File: config.mk
export PLATFORM = sky130hd
export DESIGN_NAME = pmp_entry
export DESIGN_NICKNAME = d
export VERILOG_FILES = /design/src/rtl/pmp_seq_checker.sv
export SDC_FILE = /design/constraint.sdc
export NUM_CORES = 1
export LEC_CHECK = 0
export CORE_MARGIN = 2
export CORE_UTILIZATION = 40
export DETAILED_ROUTE_END_ITERATION = 8
export PLACE_DENSITY = 0.86
export SLEW_MARGIN = 20
export SYNTH_ARGS = -nofsm -noshare
export SYNTH_HDL_FRONTEND = slang
export SYNTH_SLANG_ARGS = --single-unit
File: constraint.sdc
create_clock -name vclk -period 4.4
set_input_delay 1.32 -clock vclk [all_inputs]
set_output_delay 1.32 -clock vclk [all_outputs]
set_load 0.02 [all_outputs]
File: src/rtl/pmp_seq_checker.sv
// Multi-cycle PMP checker: one shared address comparator scans entries 0..N-1.
// Optional macro PMP_SEQ_BYPASS_M_EN: M-mode requests skip the scan when no entry is locked.
module pmp_entry #(
    parameter int PLEN    = 56,
    parameter int PMP_LEN = 54
) (
    input  logic [PLEN-1:0]    addr_i,
    input  logic [PMP_LEN-1:0] conf_addr_i,
    input  logic [PMP_LEN-1:0] conf_addr_prev_i,
    input  logic [1:0]         mode_i,
    output logic               match_o
);
    localparam int W = (PLEN > PMP_LEN + 2) ? PLEN : PMP_LEN + 2;

    logic [W-1:0]       addr_w;
    logic [W-1:0]       base_w;
    logic [W-1:0]       prev_w;
    logic [W-1:0]       napot_mask_w;
    logic [PMP_LEN-1:0] napot_mask;

    assign addr_w = W'(addr_i);
    assign base_w = W'({conf_addr_i, 2'b00});
    assign prev_w = W'({conf_addr_prev_i, 2'b00});

    // x ^ (x+1) sets the trailing-ones run plus the first zero: the NAPOT size in words
    assign napot_mask   = conf_addr_i ^ (conf_addr_i + PMP_LEN'(1));
    assign napot_mask_w = W'({napot_mask, 2'b11});

    always_comb begin
        match_o = 1'b0;
        case (mode_i)
            2'd1:    match_o = (addr_w >= prev_w) && (addr_w < base_w);
            2'd2:    match_o = (addr_w[W-1:2] == base_w[W-1:2]);
            2'd3:    match_o = (((addr_w ^ base_w) & ~napot_mask_w) == '0);
            default: match_o = 1'b0;
        endcase
    end
endmodule


After elaboration in Yosys (flattened, before gate mapping):

Index checks and enable logic that the tools add are counted.

* register bits: 0
* bits in latches: 0
* RAM bits: 0
* memory bits (read-only): 0
* word-level logic and storage cells: 14
* memories: 0

* $add $sub $neg: 1
* $mul: 0
* divide/modulo/power cells: 0
* order comparisons: 2
* eq/ne operators: 4
* shift-type cells: 0
* muxes and demuxes: 1
* bitwise logic cells: 4
* reductions and logical operators: 2

Operators by type and width (number)
* $and A56 B56 Y56: 1
* $ge A56 B56 Y1: 1
* $logic_not A56 Y1: 1
* $lt A56 B56 Y1: 1
* $not A56 Y56: 1
* $xor A56 B56 Y56: 1
* $add A54 B1 Y54 const B: 1
* $eq A54 B54 Y1: 1
* $xor A54 B54 Y54: 1
* $eq A2 B2 Y1 const B: 2
* $pmux W1 S3: 1
* $eq A2 B1 Y1 const B: 1
* $logic_and A1 B1 Y1: 1

Logic depth before layout (Yosys ltp):

* depth in word-level cells: 6
* gate-level depth with buffers: 10
* mapped depth without buffers: 10

Worst setup path after synthesis:

OpenSTA, ideal clock, no wires.

* kind: input to output
* from: in conf_addr_i[0]
* to: out match_o
* arrival: 3341 ps
* setup slack: -261 ps
* stages on the path: 9
* path buffers: 0
* path through: ha_1 > nand2_1 > nor4_1 > a41oi_1 > or3_1 > or4_1 > nor4_1 > nand4_1 > nand3_1

* cells in the longest elaborated chain, start to end: 6
* elaborated cells between the ends (all ways): 10
* classes of those cells: add/sub: 1; order compare: 1; eq/ne: 1; mux: 1; bitwise: 4; reduce/logical: 2

RTL lines
* start, declared: RTL line 8 `input logic [PMP_LEN-1:0] conf_addr_i,`
* $add A54 B1 Y54: RTL line 26 `assign napot_mask = conf_addr_i ^ (conf_addr_i + PMP_LEN'(1));`
* $xor A54 B54 Y54: RTL line 26
* $not A56 Y56: RTL line 34 `2'd3: match_o = (((addr_w ^ base_w) & ~napot_mask_w) == '0);`
* $and A56 B56 Y56: RTL line 34
* $logic_not A56 Y1: RTL line 34
* $pmux W1 S3 (*): RTL line 31 `case (mode_i)`
* end, declared: RTL line 11 `output logic match_o`

Mark *: on every way between the ends. The rest lies on a longest branch, timed or not.

Final worst setup path:

* from: in addr_i[10]
* to: out match_o

* cells in the longest elaborated chain, start to end: 4
* elaborated cells between the ends (all ways): 8
* classes of those cells: order compare: 2; eq/ne: 1; mux: 1; bitwise: 2; reduce/logical: 2

RTL lines
* start, declared: RTL line 7 `input logic [PLEN-1:0] addr_i,`
* parallel branches: the longest is 3 deep, another holds $ge A56 B56 Y1
* $pmux W1 S3 (*): RTL line 31

Every way passes the cells marked *.

==> impl_metrics.tcl <==
set metrics [dict create \
    die_w_um 98.1 \
    postRouteAntennaNets 0 \
    num_rows 34 \
    routabilityCongestion 0.929 \
    drive_above_1_share_pct 35.5 \
    cp.arrival_ns 3.81 \
    timing.fmax_mhz 195 \
    overflow 0 \
    register_area_um2 0 \
    report.final.hold_viol_count 0 \
    finalCriticalPeriod_ns 5.13 \
    drt-vias-per-instance 5.87 \
    violations "setup timing" \
    fillCellCount 474 \
    final_cells 969 \
    clock_buffer_count 0 \
    avgSynthCellArea_um2 6.87 \
    ys_seq_area_share_pct 0 \
    area_delta_synth_final_pct 107 \
    yosysWarningCount 0 \
    place_hpwl_mm 13.2 \
    placed_cells 952 \
    grt_usage_pct 32.5 \
    seq_cell_count 0 \
    postPlaceCellArea_mm2 0.00658 \
    critPathKind "in2out" \
    synth_top_area_cell "ha_1" \
    drt_iter0_drc 403 \
    design_area_mm2 0.00732 \
    synth.distinct_cells 50 \
    io_pins 167 \
    post-route-period-util_pct 117 \
    wirelength_mm 18.1 \
    fp.dieH_um 98.1 \
    core_area_mm2 0.00864 \
    endpoint_kind "output port" \
    grt_pass1_vias 5680 \
    min-delay-path-class "in2out" \
    post_drt_wl_per_cell_um 18.6 \
    synth.net_count 791 \
    grt_pass1_wl_mm 26.2 \
    grt_max_degree 7 \
    dr.pass1.iters 6 \
    synth.cell_area_mm2 0.00354 \
    holdWs_ns 3.54 \
    worstMarginPinSlew_ns 0.820 \
    vdd_ir_drop_max_v 0.0000556 \
    antenna_found_initial 0 \
    synth_cells 516 \
    critPathLaunchType "primary input" \
    status "finished with violations" \
    start_util_pct 41.0 \
    power.density_mw_per_mm2 96.5 \
    nets 1138 \
    final_max_slew_viol_count 0 \
    synth.area.top_cells "ha_1 38%, inv_1 12%, a21oi_1 6.9%, nand4_1 4.1%, nand2_1 3.4%" \
    maxCapViolations 0 \
    setup_viol 1 \
    dieArea_mm2 0.00963 \
    fin_ws_ns -0.727 \
    synth_most_common_cell "inv_1" \
    critical_path_required_ns 3.08 \
    yosys-top-cells-count "115 x inv_1, 109 x ha_1, 49 x a21oi_1" \
    antenna_cells 0 \
    synth_top_cell_area_share_pct 38.5 \
    vias 5685 \
    rsz0062_at_grt "yes" \
    maxSlewHeadroom_pct 44.6 \
    path_max_fanout 5 \
    fin_setup_tns_ns -0.727 \
    leakage_nw 3.70 \
    drc 0 \
    port_buffers 167 \
]
-- layout make-up --
| type | instances | area (µm²) | share of cell area [%] |
|---|---|---|---|
| Multi-Input combinational cell | 399 | 3780 | 51.7 |
| Timing Repair Buffer | 347 | 2970 | 40.5 |
| Inverter | 115 | 437 | 5.96 |
| Tap cell | 108 | 135 | 1.85 |
-- power breakdown --
part / switching, mW / leakage [nW] / internal [mW] / total [mW]
registers: 0 / 0 / 0 / 0
clock network: 0 / 0 / 0 / 0
logic: 0.321 / 3.70 / 0.386 / 0.707
-- layer usage --
metal,share of wire (%),wire length [µm],vias to the layer above,global-route usage (%)
met4,5.7,1030,0,13.3
met3,6.6,1190,95,3.08
met2,50,9000,345,60.9
li1,-,-,2612,-
met1,38,6830,2633,37.5
met5,0,0,-,0
-- metrics by stage --
step | util, % | total power, mW | setup slack [ns]
finish | 84.8 | 0.707 | -0.727
global route | 84.8 | 0.759 | -0.801
CTS | 81.5 | 0.645 | -0.455
detailed placement | 76.2 | 0.604 | -1.46
global placement | 76.2 | 0.580 | -1.38
floorplan | - | 0.230 | -0.0924
-- layout by cell type (no fill, tap or decap), types with 10 or more instances in the layout --
| cell type | count |
|---|---|
| a21o_1 | 12 |
| a21oi_1 | 44 |
| buf_4 | 177 |
| buf_6 | 12 |
| clkdlybuf4s50_1 | 96 |
| dlygate4sd2_1 | 39 |
| ha_1 | 84 |
| ha_4 | 24 |
| inv_1 | 104 |
| nand2_1 | 27 |
| nand3_1 | 15 |
| nand4_1 | 23 |
| nor2_1 | 19 |
| nor3_1 | 10 |
| o21ai_0 | 13 |
-- final timing paths --
| check | start | endpoint | slack (ns) | cells after the start |
|---|---|---|---|---|
| worst max-delay path | addr_i[10] | match_o | -0.73 | 11 |
| worst min-delay path | conf_addr_i[0] | match_o | 3.54 | 8 |
-- cell families (layout without fill, tap and decap cells) --
| group | count (synthesis) | in the layout | share of synthesized area [%] |
|---|---|---|---|
| AO/OA/AOI/OAI | 135 | 135 | 24.6 |
| XOR/XNOR | 1 | 1 | 0.247 |
| adder cells (fa/ha/maj) | 109 | 109 | 38.5 |
| buffers and inverters | 117 | 462 | 12.4 |
| AND/OR/NAND/NOR | 154 | 154 | 24.3 |
-- critical path: stages --
cell           delay [ns]
dlygate4sd2_1        0.28
ha_4                 0.32
o211ai_1             0.10
nor3_1               0.23
o211ai_1             0.17
nor4_2               0.44
o2111ai_2            0.25
nor4_4               0.34
nand4_1              0.14
nand3_2              0.10
buf_6                0.12
-- repair_timing --
action | in CTS | in global routing
pin swaps | 64 | 27
buffers inserted | 11 | 8
setup endpoints to repair | 1 | 1
hold buffers | 0 | 0
resized for setup | 236 | 52
Power figures use the tool's default switching activity.
